--- config.mk ---
export PLATFORM = sky130hd
export DESIGN_NAME = fsm_pulse_monitor
export DESIGN_NICKNAME = d
export VERILOG_FILES = /design/src/rtl/fsm_pulse_monitor.sv
export SDC_FILE = /design/constraint.sdc
export NUM_CORES = 1
export LEC_CHECK = 0
export ABC_AREA = 0
export CAP_MARGIN = 20
export CORE_MARGIN = 2
export CORE_UTILIZATION = 45
export CTS_CLUSTER_DIAMETER = 30
export DETAILED_ROUTE_END_ITERATION = 10
export HOLD_SLACK_MARGIN = 0.03
export PLACE_DENSITY = 0.71
export SYNTH_ARGS = -nofsm -noshare
export SYNTH_HDL_FRONTEND = slang
export SYNTH_SLANG_ARGS = --single-unit
--- constraint.sdc ---
create_clock -name clk -period 3.79 [get_ports clk]
set_input_delay 0.758 -clock clk [delete_from_list [all_inputs] [get_ports clk]]
set_output_delay 0.758 -clock clk [all_outputs]
set_load 0.005 [all_outputs]
--- src/rtl/fsm_pulse_monitor.sv ---
// fsm_pulse_monitor: counts upstream FSM strobes, measures inter-strobe intervals, watchdog and protocol checks
module fsm_pulse_monitor #(
    parameter int CNT_W   = 8,
    parameter int INT_W   = 8,
    parameter int TIMEOUT = 32
) (
    input  logic             clk,
    input  logic             rst,
    input  logic             en,
    input  logic             clr,
    input  logic             pulse_in,
    output logic [CNT_W-1:0] pulse_cnt,
    output logic [INT_W-1:0] last_int,
    output logic [INT_W-1:0] min_int,
    output logic [INT_W-1:0] max_int,
    output logic             int_valid,
    output logic             timeout,
    output logic             protocol_err
);
    localparam logic [1:0] IDLE    = 2'd0;
    localparam logic [1:0] ARMED   = 2'd1;
    localparam logic [1:0] MEASURE = 2'd2;
    localparam logic [1:0] STALL   = 2'd3;
    localparam logic [INT_W-1:0] TO_V  = INT_W'(TIMEOUT);
    localparam logic [INT_W-1:0] ONE_V = INT_W'(1);
    logic [1:0]       state_q, state_d;
    logic [INT_W-1:0] timer_q, timer_d;
    logic [CNT_W-1:0] cnt_q, cnt_d;
    logic [INT_W-1:0] last_q, last_d, min_q, min_d, max_q, max_d;
    logic             valid_q, valid_d, perr_q, perr_d, prev_q, prev_d;
    logic             acc, b2b;
    logic [INT_W-1:0] timer_inc;
    // next-state: clear beats disable beats strobe/timer; a strobe right after a high sample is a violation, not a strobe
    always_comb begin
        acc       = en & pulse_in & ~prev_q;
        b2b       = en & pulse_in & prev_q;
        timer_inc = (timer_q == '1) ? timer_q : timer_q + 1'b1;
        state_d   = state_q;
        timer_d   = timer_q;
        cnt_d     = cnt_q;
        last_d    = last_q;
        min_d     = min_q;
        max_d     = max_q;
        perr_d    = perr_q;
        valid_d   = 1'b0;
        prev_d    = en & pulse_in;
        if (clr) begin
            state_d = en ? ARMED : IDLE;
            timer_d = en ? ONE_V : timer_q;
            cnt_d   = '0;
            last_d  = '0;
            min_d   = '1;
            max_d   = '0;
            perr_d  = 1'b0;
            prev_d  = 1'b0;
        end else if (!en) begin
            state_d = IDLE;
        end else begin
            perr_d = perr_q | b2b;
            if (acc) begin
                state_d = MEASURE;
                timer_d = ONE_V;
                cnt_d   = (cnt_q == '1) ? cnt_q : cnt_q + 1'b1;
                if (state_q == MEASURE || state_q == STALL) begin
                    valid_d = 1'b1;
                    last_d  = timer_q;
                    min_d   = (timer_q < min_q) ? timer_q : min_q;
                    max_d   = (timer_q > max_q) ? timer_q : max_q;
                end
            end else if (state_q == IDLE) begin
                state_d = ARMED;
                timer_d = ONE_V;
            end else begin
                timer_d = timer_inc;
                state_d = (state_q != STALL && timer_q == TO_V) ? STALL : state_q;
            end
        end
    end
    // state and statistics registers
    always_ff @(posedge clk) begin
        if (rst) begin
            state_q <= IDLE;
            timer_q <= '0;
            cnt_q   <= '0;
            last_q  <= '0;
            min_q   <= '1;
            max_q   <= '0;
            valid_q <= 1'b0;
            perr_q  <= 1'b0;
            prev_q  <= 1'b0;
        end else begin
            state_q <= state_d;
            timer_q <= timer_d;
            cnt_q   <= cnt_d;
            last_q  <= last_d;
            min_q   <= min_d;
            max_q   <= max_d;
            valid_q <= valid_d;
            perr_q  <= perr_d;
            prev_q  <= prev_d;
        end
    end
    assign pulse_cnt    = cnt_q;
    assign last_int     = last_q;
    assign min_int      = min_q;
    assign max_int      = max_q;
    assign int_valid    = valid_q;
    assign timeout      = (state_q == STALL);
    assign protocol_err = perr_q;
endmodule

==> results by group, run 1 <==
Status
  – Run status: finished, final reports clean

Synthesis
  – Synth Register Bits: 45
  – Sequential fraction of the synthesis area: 0.398
  – Syn nets: approximately 300
  – Mean Syn Cell Area: between 8 and 9 um2
  – Post-Syn Area: 2270 um2
  – Synth Warn #: 0
  – Number of synthesized flops with an enable pin: 0
  – Cells after synthesis: 274
  – Post-synthesis async set-or-reset flop share: 0
  – Yosys cell types: 40
  – Top FF cell, synth: dfxtp_1

Timing
  – Worst Skew: roughly 0.0093 ns
  – Relative slew margins: 0.597
  – Final Max Tran Viols: 0
  – Max frequency: 0.374 GHz
  – TNS Setup: 0 ns
  – Worst setup margin: 1.12 ns
  – Tmin final: between 2 and 3 ns
  – RSZ-0062 raised after global routing: no
  – Fin crit share: 0.706
  – Hold Vio Cnt, Final: 0
  – Final setup fails: 0
  – Worst-Margin Slew: between 0.6 and 0.7 ns

Drt
  – DRT antenna net count: 0
  – Routed WL per cell: around 13 um
  – Vias: around 2000
  – Iteration-0 DRC Markers: 91
  – Post-route DRC violation count: 0
  – Count of TritonRoute iterations in the first routing pass: 4
  – Vias per cell: 5.43
  – DRT Wirelength: 4940 um

Critical path
  – CP cell instances: clkdlybuf4s50_1 -> and3b_1 -> nand2_1 -> a211o_1 -> o21ai_0 -> a21oi_1
  – Delay-heaviest family, CP: buffers and inverters
  – CP required: 3.96 ns
  – Worst reg2reg setup slack: approximately 1.6 ns
  – CP max stage cell: clkdlybuf4s50_1
  – Worst Setup End Kind: register
  – Worst stage delay on the critical path: 0.72 ns
  – Buffer and inverter count on the worst path: 1
  – WP data arrival: 2.85 ns
  – Crit Path Max Fanout: 14
  – Startpoint types: primary input
  – Setup CP Type: primary input to register

Clocking
  – Max clock buf depth: 2
  – Resize count post-CTS: 0
  – Clk sinks: 45
  – H-Tree Depth: 2
  – CTS Hold Bufs: 0
  – CTS clock-pin slew for the worst setup and hold paths: 0.09 ns
  – Clk root buf: clkbuf_8
  – # Post-CTS Setup Buffers: 0
  – Worst skew pair latency: 0.30 ns
  – CTS tree: done
  – CTS Buf Count: 5

Die
  – Boundary Pins: 40
  – Die height: between 70 and 80 um
  – Die area: roughly 5600 um2
  – Die Wd: approximately 75 um
  – Initial Utilization: 0.473
  – Row Count: 25
  – Core area: 4790 um2

Pwr
  – Power per cell area: around 320 nW/um2
  – Peak supply drop: between 150 and 200 uV
  – Lkg Pwr: 1.06 nW

Cells and area
  – Net count, final: 328
  – Antenna Cells: 0
  – Layout cell share with drive strength beyond 1: 0.0523
  – Area Overhead vs Synth: 23.3%

Placement
  – Hpwl dp: 3460 um
  – Gpl congestion: 0.834
  – Place WS: between 0.8 and 0.9 ns
  – Port buffer count: 39

Global routing
  – GRT Overall Usage: 0.192
  – Initial antenna violation count: 0
  – Global route total overflow: 0
  – Largest net degree at the start of global routing: 28
  – Vias in the first global route: 1915
  – First-pass GRT wire length: ~8400 um

Worst hold path
  – Min-Delay Path Class: register to register

Run
  – Max_cap viols: 0
layer usage:
metal  vias to the layer above  global-route usage  share of wire
met4                         0              0.0536         0.0067
met5                         -                   0              0
met3                         5              0.0455          0.051
met1                       927               0.252           0.47
li1                       1034                   -              -
met2                        60               0.316           0.47
cells in the final DEF, fill, tap and decap left out, types with 4 or more instances in the layout:
cell type | synthesis | routed
clkbuf_8 | 0 | 5
a21oi_1 | 25 | 25
nand4_1 | 7 | 7
a211oi_1 | 6 | 6
nand2_1 | 31 | 31
o211ai_1 | 9 | 9
dfxtp_1 | 45 | 45
o21ai_0 | 15 | 15
and3_1 | 4 | 4
nand3_1 | 13 | 13
nor2_1 | 18 | 18
a21o_1 | 4 | 4
or3_1 | 4 | 4
inv_1 | 19 | 19
clkdlybuf4s50_1 | 0 | 39
ha_1 | 18 | 18
logic make-up (layout without fill, tap and decap cells):
family	after synthesis	count (layout)	synth area share
xor gates and xnor gates	6	6	0.0232
DFF	45	45	0.398
adders and majority gates	18	18	0.0994
AOI/OAI and AO/OA	77	77	0.218
and+or+nand+nor	91	91	0.195
buffers and inverters	37	69	0.0668
cell type report:
type	count	area, um2
tap	67	83.8
inverter	19	71.3
clock buffer	6	72.6
timing repair buffer	42	413
fill	458	1990
clock inverter	2	38.8
multi-input combinational	192	1210
sequential	45	901
sequential cells by signal, indices dropped and copies added (netlist names):
register      cells
last_int          8
max_int           8
min_int           8
pulse_cnt         8
timer_q           8
state_q           2
int_valid         1
prev_q            1
protocol_err      1
cell usage after synthesis, types with 2 or more instances:
library cell   n  area (um2)
a211o_1        2        17.5
or3_1          4        25.0
a31o_2         3        26.3
dfxtp_1       45         901
xnor2_1        3        26.3
nor3_1         2        10.0
a2111oi_0      2        17.5
inv_1         19        71.3
nor2_1        18        67.6
buf_1          2        7.51
a41oi_1        3        26.3
a211oi_1       6        45.0
nand2b_1       2        12.5
nand2_1       31         116
o211ai_1       9        67.6
a21o_1         4        30.0
nor2b_1        3        18.8
o21a_1         2        15.0
clkbuf_1      11        41.3
nand4_1        7        43.8
nand3_1       13        65.1
ha_1          18         225
o21ai_0       15        75.1
xor2_1         3        26.3
and3_1         4        25.0
buf_2          3        15.0
a31oi_1        3        18.8
a21oi_1       25         125
power breakdown:
group	internal, mW	total [mW]	switching (mW)
Clock	0.198	0.363	0.165
Sequential	0.475	0.480	0.00442
Combinational	0.0156	0.0401	0.0245
tightest hold or removal path: cells and delay by family (launching register included):
family | cells | cell delay (ns)
AO/OA/AOI/OAI | 1 | 0.05
flip-flops | 1 | 0.32
AND/OR/NAND/NOR | 1 | 0.05
through the flow:
stage,hold WS [ns],util,cell area (um2),power (mW),cells
after floorplan,0.453,-,2270,0.519,274
after global placement,0.447,0.561,2680,0.531,365
after detailed placement,0.448,0.561,2680,0.531,365
after CTS,0.461,0.584,2790,0.892,373
after global routing,0.486,0.584,2790,0.914,373
final,0.458,0.584,2790,0.882,373
worst paths after layout:
check                           cells past startpoint                      from                       end
worst min register to register                      2  last_int[7]$_SDFFE_PP0P_  last_int[7]$_SDFFE_PP0P_
worst min-delay path                                2  last_int[7]$_SDFFE_PP0P_  last_int[7]$_SDFFE_PP0P_
worst max-delay path                                6                        en   max_int[0]$_SDFFE_PP0P_
worst max register to register                      7   timer_q[5]$_SDFFE_PP0P_   min_int[7]$_SDFFE_PP1P_
(Power assumes the default switching activity.)
==> run 2, diff against run 1 <==
==> constraint.sdc (replaced) <==
create_clock -name clk -period 2.5 [get_ports clk]
set_input_delay 0.5 -clock clk [delete_from_list [all_inputs] [get_ports clk]]
set_output_delay 0.5 -clock clk [all_outputs]
set_load 0.005 [all_outputs]
==> results by group, run 2 (synthesis results as in run 1) <==
Status
  – Run status: finished, final reports clean

Global routing
  – Largest net degree at the start of global routing: 28 (unchanged)
  – First-pass GRT wire length: 8890 um (+6.1%)
  – GRT Overall Usage: 0.207 (+0.0155)
  – Initial antenna violation count: 0 (unchanged)
  – Global route total overflow: 0 (unchanged)
  – Vias in the first global route: 1938 (+1.2%)

Cells and area
  – Area Overhead vs Synth: 27.1%
  – Most common cell after layout, fill and taps aside: dfxtp_1
  – Commonest non-fill, non-tap cells in the layout: dfxtp_1 (45), clkdlybuf4s50_1 (39), nand2_1 (31), a21oi_1 (25), inv_1 (19)
  – Final Non-Filler Cells: 384 (+2.9%)
  – Fillcell total: 454 (-0.87%)
  – Area of the multi-input gates: 1210 um2 (unchanged)
  – Post-layout util: 0.602 (+0.0180)
  – Layout cell share with drive strength beyond 1: 0.0883 (+0.0360)
  – Net count, final: 339 (+3.4%)
  – Final Cell Area: 2880 um2 (+3.1%)
  – Antenna Cells: 0 (unchanged)
  – Sequential Area: 901 um2 (unchanged)

Timing
  – RSZ-0062 raised after global routing: no
  – Relative slew margins: 0.633 (+0.0360)
  – Final setup fails: 0 (unchanged)
  – Hold Slack: 0.460 ns (+0.00170 ns)
  – Hold Vio Cnt, Final: 0 (unchanged)
  – Fin crit share: 0.827
  – TNS Setup: 0 ns (unchanged)
  – Final Max Tran Viols: 0 (unchanged)
  – Worst Skew: 0.00924 ns (-0.000106 ns)
  – Worst-Margin Slew: 0.550 ns (-0.0517 ns)
  – Max frequency: 0.484 GHz
  – Tmin final: 2.07 ns

Clocking
  – CTS tree: done
  – CTS Hold Bufs: 0 (unchanged)
  – H-Tree Depth: 2 (unchanged)
  – Clk root buf: clkbuf_8
  – Worst skew pair latency: 0.31 ns (about the same)
  – # Post-CTS Setup Buffers: 0 (unchanged)
  – CTS clock-pin slew for the worst setup and hold paths: 0.09 ns (about the same)
  – Clk sinks: 45 (unchanged)
  – Resize count post-CTS: 0 (unchanged)
  – Max clock buf depth: 2 (unchanged)
  – CTS Buf Count: 5 (unchanged)

Drt
  – Post-route DRC violation count: 0 (unchanged)
  – Iteration-0 DRC Markers: 123 (+35%)
  – DRT Wirelength: 5290 um (+7.1%)
  – Vias: 2129 (+5.1%)
  – DRT antenna net count: 0 (unchanged)
  – Count of TritonRoute iterations in the first routing pass: 4 (unchanged)
  – Vias per cell: 5.54 (+2.1%)
  – Routed WL per cell: 13.8 um (+4.0%)

Die
  – Row Count: 25 (unchanged)
  – Initial Utilization: 0.473 (unchanged)
  – Core area: 4790 um2 (unchanged)
  – Die area: 5620 um2 (unchanged)
  – Boundary Pins: 40 (unchanged)
  – Die Wd: 75.0 um (unchanged)
  – Die height: 75.0 um (unchanged)

Critical path
  – Startpoint types: primary input
  – Worst Setup End Kind: register
  – Setup CP Type: primary input to register
  – Crit Path Max Fanout: 8 (-6)
  – CP required: 2.73 ns (-1.23 ns)
  – WP data arrival: 2.30 ns (-0.55 ns)

Pwr
  – Power per cell area: 470 nW/um2 (+49%)
  – Peak supply drop: 241 uV (+49%)
  – Lkg Pwr: 1.11 nW (+5.3%)

Worst hold path
  – Min-Delay Path Class: register to register

Placement
  – Port buffer count: 39 (unchanged)
  – Gpl congestion: 0.940 (+13%)
  – Area post-placement: 2770 um2 (+3.1%)
  – Hpwl dp: 3750 um (+8.4%)
  – Placed insts: 376 (+3.0%)

Run
  – Max_cap viols: 0 (unchanged)
-- run 2: path summary, 6_finish.rpt --
check                                                end  slack [ns]                      from  cells after the start
worst max-delay path             max_int[2]$_SDFFE_PP0P_        0.43                        en                      7
worst min-delay path            last_int[7]$_SDFFE_PP0P_        0.46  last_int[7]$_SDFFE_PP0P_                      2
worst max register to register   max_int[2]$_SDFFE_PP0P_        0.45   timer_q[7]$_SDFFE_PP0P_                      6
worst min register to register  last_int[7]$_SDFFE_PP0P_        0.46  last_int[7]$_SDFFE_PP0P_                      2
-- run 2: cell type report --
type | instances | area share
Clock buffer | 5 | 0.0239
Clock inverter | 3 | 0.0161
Inverter | 19 | 0.0248
Multi-Input combinational cell | 192 | 0.421
Sequential cell | 45 | 0.313
Tap cell | 67 | 0.0291
Timing Repair Buffer | 53 | 0.172
-- run 2: routing by layer --
layer  global-route usage  up-vias  routed length (um)
met3               0.0402       10                 272
met5                    0        -                   0
met4               0.0813        0                 105
met1                0.268     1007                2430
li1                     -     1053                   -
met2                0.341       59                2480
-- run 2: per-stage QoR --
step / power, mW / worst slack, ns
after floorplan: 0.786 / 0.548
after global placement: 0.812 / 0.182
after detailed placement: 0.813 / 0.147
after CTS: 1.38 / 0.473
after global routing: 1.42 / 0.236
final: 1.36 / 0.433
-- run 2: worst max-delay path, stage by stage --
cell and delay [ns]:
clkdlybuf4s50_1 0.55, and3b_1 0.32, nand2_1 0.17, a211oi_1 0.31, buf_4 0.20, nand3_1 0.09
a21oi_1 0.15
-- run 2: power breakdown --
part           internal, mW  leakage [nW]  switching, mW
logic                0.0292         0.694         0.0426
registers             0.721         0.364        0.00455
clock network         0.299        0.0543          0.259
total                  1.05          1.11          0.306
